File: src/rtl/beep_pkg.sv
// Shared types and constants for the beep sequencer.
// Holds the FSM state type, standard beep counts and default tick lengths.
package beep_pkg;

   typedef enum logic [1:0] {
      IDLE,
      ON,
      OFF,
      FIN
   } beep_state_t;

   localparam int BEEPS_ACK   = 1;
   localparam int BEEPS_WARN  = 2;
   localparam int BEEPS_FAULT = 3;

   // 100 ms at 50 MHz
   localparam int DEF_ON_TICKS  = 5_000_000;
   localparam int DEF_OFF_TICKS = 5_000_000;

endpackage

File: src/rtl/beep_sequencer.sv
// Beep sequencer: emits N beeps of ON_TICKS high / OFF_TICKS low on buzzer_en.
// Ports: clk, reset (sync, active-high), start, beep_count[COUNT_W],
//   buzzer_en (to buzzer stage en), busy, done (1-cycle completion pulse),
//   abort (only when BEEP_SEQ_ABORT_EN is defined).
// Build option: define BEEP_SEQ_ABORT_EN to add the abort input.
module beep_sequencer
   import beep_pkg::*;
#(
   parameter int ON_TICKS  = DEF_ON_TICKS,
   parameter int OFF_TICKS = DEF_OFF_TICKS,
   parameter int COUNT_W   = 4
) (
   input  logic               clk,
   input  logic               reset,
   input  logic               start,
   input  logic [COUNT_W-1:0] beep_count,
`ifdef BEEP_SEQ_ABORT_EN
   input  logic               abort,
`endif
   output logic               buzzer_en,
   output logic               busy,
   output logic               done
);

   localparam int MAX_T  = (ON_TICKS > OFF_TICKS) ? ON_TICKS : OFF_TICKS;
   // Keep at least one bit when both phases are a single cycle.
   localparam int TICK_W = ($clog2(MAX_T) < 1) ? 1 : $clog2(MAX_T);

   localparam logic [TICK_W-1:0] ON_LAST  = TICK_W'(ON_TICKS - 1);
   localparam logic [TICK_W-1:0] OFF_LAST = TICK_W'(OFF_TICKS - 1);

   beep_state_t        state_q, state_d;
   logic [TICK_W-1:0]  tick_q, tick_d;
   logic [COUNT_W-1:0] rem_q, rem_d;
   logic               buzzer_q, busy_q, done_q;
   logic               abort_w;

`ifdef BEEP_SEQ_ABORT_EN
   assign abort_w = abort;
`else
   assign abort_w = 1'b0;
`endif

   always_comb begin
      state_d = state_q;
      tick_d  = tick_q;
      rem_d   = rem_q;
      unique case (state_q)
         IDLE: begin
            if (start) begin
               tick_d = '0;
               if (beep_count != '0) begin
                  state_d = ON;
                  rem_d   = beep_count;
               end else begin
                  state_d = FIN;
               end
            end
         end
         ON: begin
            if (abort_w) begin
               state_d = FIN;
               tick_d  = '0;
               rem_d   = '0;
            end else if (tick_q == ON_LAST) begin
               state_d = OFF;
               tick_d  = '0;
               rem_d   = rem_q - COUNT_W'(1);
            end else begin
               tick_d = tick_q + TICK_W'(1);
            end
         end
         OFF: begin
            if (abort_w) begin
               state_d = FIN;
               tick_d  = '0;
               rem_d   = '0;
            end else if (tick_q == OFF_LAST) begin
               // Last beep still gets its OFF gap before finishing.
               state_d = (rem_q != '0) ? ON : FIN;
               tick_d  = '0;
            end else begin
               tick_d = tick_q + TICK_W'(1);
            end
         end
         FIN: begin
            state_d = IDLE;
         end
         default: begin
            state_d = IDLE;
         end
      endcase
   end

   // Outputs are registered from the next state so they line up
   // with the state they describe.
   always_ff @(posedge clk) begin
      if (reset) begin
         state_q  <= IDLE;
         tick_q   <= '0;
         rem_q    <= '0;
         buzzer_q <= 1'b0;
         busy_q   <= 1'b0;
         done_q   <= 1'b0;
      end else begin
         state_q  <= state_d;
         tick_q   <= tick_d;
         rem_q    <= rem_d;
         buzzer_q <= (state_d == ON);
         busy_q   <= (state_d != IDLE);
         done_q   <= (state_d == FIN);
      end
   end

   assign buzzer_en = buzzer_q;
   assign busy      = busy_q;
   assign done      = done_q;

endmodule

File: config.mk
export PLATFORM = sky130hd
export DESIGN_NAME = beep_sequencer
export DESIGN_NICKNAME = d
export VERILOG_FILES = /design/src/rtl/beep_pkg.sv /design/src/rtl/beep_sequencer.sv
export SDC_FILE = /design/constraint.sdc
export NUM_CORES = 1
export LEC_CHECK = 0
export CORE_ASPECT_RATIO = 0.9
export CORE_MARGIN = 8
export CORE_UTILIZATION = 45
export CTS_BUF_LIST = sky130_fd_sc_hd__clkbuf_8
export CTS_CLUSTER_SIZE = 40
export DETAILED_ROUTE_END_ITERATION = 6
export PLACE_DENSITY_LB_ADDON = 0.3
export SKIP_CTS_REPAIR_TIMING = 1
export SYNTH_ARGS = -nofsm -noshare
export SYNTH_HDL_FRONTEND = slang
export SYNTH_SLANG_ARGS = --single-unit
File: constraint.sdc
create_clock -name clk -period 4.2 [get_ports clk]
set_input_delay 0.42 -clock clk [delete_from_list [all_inputs] [get_ports clk]]
set_output_delay 0.42 -clock clk [all_outputs]
set_load 0.005 [all_outputs]
==> summary.md <==
| Metric | Value |
|---|---|
| Largest family of logic cells by synthesized area | `simple AND/OR/NAND/NOR gates` |
| Unrepaired setup endpoints after global routing | `no` |
| N_diodes | `0` |
| Number of global-route vias before repair | `1,605` |
| Max_cap viols | `0` |
| R2R setup slack | `1710 ps` |
| Sequential-to-total area share from yosys stat | `0.3432` |
| LEAKAGE | `0.6979 nW` |
| Sw Share | `0.2972` |
| Global-route wire length before repair | `7341 um` |
| Initial Util | `0.4645` |
| Initial antenna violation count | `0` |
| Hold path startpoint | `tick_q[12]` |
| Most frequent CP cell | `nor2_1` |
| DP Wirelength | `3024 um` |
| Area of placed instances | `1967 sq um` |
| Final Cycle Share | `0.5926` |
| Clk sinks | `32` |
| GRT overflow | `0` |
| Layout Cells excl Fill | `287` |
| PD cells | `354.5 nW/um^2` |
| #FFs+latches synth | `32` |
| Psw | `217.0 uW` |
| IO Count | `10` |
| Cell area after synthesis | `1867 sq um` |
| Syn Inst Count | `231` |
| Combinational group share of total power | `0.211` |
| Leading area contributor after synthesis | `dfxtp_1` |
| Synth Flop Type | `dfxtp_1` |
| Synth area leaders | `dfxtp_1 34%, nor2_1 4.6%, ha_1 4.0%` |
| Placer congestion estimate | `0.8577` |
| Final setup fails | `0` |
| Vias/cell | `5.780` |
| CTS tree | `yes` |
| Clk slew on worst S/H paths | `70 ps` |
| Area share of and/or/nand/nor cells after synthesis | `0.3438` |
| Most common cell in the synthesized netlist | `dfxtp_1` |
| Worst Skew | `9.603 ps` |
| Fin Setup TNS | `0 ps` |
| H-Tree Depth | `2` |
| Synth-to-Final Area Change | `10.32%` |
| GRT Total Usage | `0.1327` |
| CP required | `4320 ps` |
| WL per Instance | `14.33 um` |
| Syn_nets | `244` |
| Antenna-violating nets left | `0` |
| WHS Endpoint | `tick_q[12]` |
| Outcome | `finished clean` |
| DRC viols | `0` |
| Crit path kind | `reg2reg` |
| Clk network pwr share | `0.332` |
| Post-synth top area share | `0.3432` |
| Warnings, synthesis | `0` |
| Ys async rst share | `0` |
| Post-synth top cells | `32 x dfxtp_1, 23 x nor2_1, 20 x nand2_1` |
| Hold Path Depth | `2` |
| Post-synthesis mux area share | `0.01139` |
| CP Capture Type | `flip-flop` |
| CP Cell Sequence | `inv_1 -> ha_1 -> mux2_2 -> nor2_1 -> a21oi_1 -> nor2_1` |
| Max-slew headroom | `0.2851` |
| Placed insts | `279` |
| Arr. time, crit path | `2610 ps` |
| Reg power frac | `0.457` |
| Worst skew pair latency | `280 ps` |
| Maximum vdd drop | `225.7 uV` |
| Cell area after layout | `2059 sq um` |
| DRT Pass-1 Iters | `4` |
| CTS root buf | `clkbuf_8` |
| Die width | `83.89 um` |
| Cell Int Power | `513.1 uW` |
| Adder-Cell Fraction of Synth Area | `0.04021` |
| Post-Synthesis Mean Instance Area | `8.081 sq um` |
| Filler Cell Count | `383` |
| Hold Fails Final Rpt | `0` |
| Yosys cell types | `48` |
| Type of the tightest min-delay check | `reg2reg` |
| CP max stage cell | `a21oi_1` |
| Worst slew pin tran | `1072 ps` |
| FF-to-FF End | `tick_q[4]` |
| EDFF count, synth | `0` |
| Share of post-route cells with drive strength above 1 | `0.06695` |
| Crit path launch type | `flip-flop` |
| Fmax | `401.8 MHz` |
| Max incr delay on CP | `870 ps` |
| Synth Area in XOR/XNOR | `0.04692` |
| Height of the chip | `77.11 um` |
| Largest net degree at the start of global routing | `16` |
| Crit path max fanout | `14` |
| Nets | `251` |
| Via count | `1,659` |
| Rows | `22` |
| Clk buf depth | `2` |
| Core footprint | `4019 sq um` |
| DR iter-0 viols | `120` |
| Reg2Reg Depth | `6` |
| Reg2reg start | `state_q[0]` |
| Final Max Tran Viols | `0` |
| Die area | `6468 sq um` |
| Final min period | `2489 ps` |
| Synth Area in Compound Gates | `0.1655` |
| Total Wirelength | `4113 um` |
| CTS Buf Count | `5` |
| PortBufs | `9` |
==> cell usage in the layout (no fill, tap or decap), types with 6 or more instances in the layout <==
cell type         n
ha_1              6
a31oi_1           8
clkbuf_8          6
nor2b_1           6
nand4_1          12
clkdlybuf4s50_1   9
a21oi_1          14
and3_1            6
o21ai_0          11
nand2_1          20
nor2_1           23
inv_1            11
xnor2_1           6
dfxtp_1          32
nand3_1          12
==> how the worst max path moves through the flow <==
stage	from	to	slack (ps)	depth (start not counted)
after floorplan	state_q[0]	tick_q[12]	2100	9
after global placement	reset	tick_q[6]	1680	4
after detailed placement	reset	tick_q[2]	1600	4
after CTS	state_q[0]	tick_q[2]	1690	6
after global routing	state_q[0]	tick_q[9]	1440	6
final	state_q[0]	tick_q[4]	1710	6
==> routing by layer <==
metal,track usage,vias up,share of wire
met4,0.05862,0,0.016
met2,0.2074,19,0.44
met5,0,-,0
met1,0.1671,769,0.52
met3,0.03273,8,0.028
li1,-,863,-
==> state kept, by name (all words and copies together), names as in the netlist <==
register   count
state_q        2
buzzer_en      1
done           1
tick_q        23
busy           1
rem_q          4
==> metrics by stage <==
step | hold slack [ps] | utilization | power [mW] | worst slack, ps
finish | 501.6 | 0.5125 | 0.7301 | 1711
global route | 530.0 | 0.5125 | 0.7760 | 1439
CTS | 508.2 | 0.5125 | 0.7396 | 1686
detailed placement | 498.8 | 0.4894 | 0.4924 | 1602
global placement | 496.9 | 0.4894 | 0.4909 | 1677
floorplan | 467.2 | - | 0.4488 | 2101
==> cell families after synthesis <==
kind of cell,Yosys count
buf+inv,20
mux,2
flops,32
fa+ha+maj,6
simple gates,112
xor+xnor,10
compound gates,49
==> critical path: cells and delay by family (launching register included) <==
family,cells,cell delay (ps)
AOI/OAI and AO/OA,1,870
buffers and inverters,1,90
muxes,1,290
DFF,1,370
and+or+nand+nor,2,240
adders and majority gates,1,470
==> power groups by stage <==
stage / Clock [mW] / Combinational (mW) / Sequential (mW)
after global routing: 0.267 / 0.173 / 0.336
after global placement: 0 / 0.151 / 0.340
after CTS: 0.253 / 0.153 / 0.333
after detailed placement: 0 / 0.152 / 0.340
final: 0.242 / 0.154 / 0.334
after floorplan: 0 / 0.111 / 0.338
==> area by class of cell <==
class                   count  area [sq um]  share of cell area
inverters                  11         41.29             0.02005
repair buffers              9         90.09             0.04374
flip-flops and latches     32         640.6              0.3111
clock inverters             2         10.01            0.004860
well taps                  48         60.06             0.02916
clock buffers               6         82.58             0.04010
multi-input cells         179          1135              0.5510
Power figures use the tool's default switching activity.
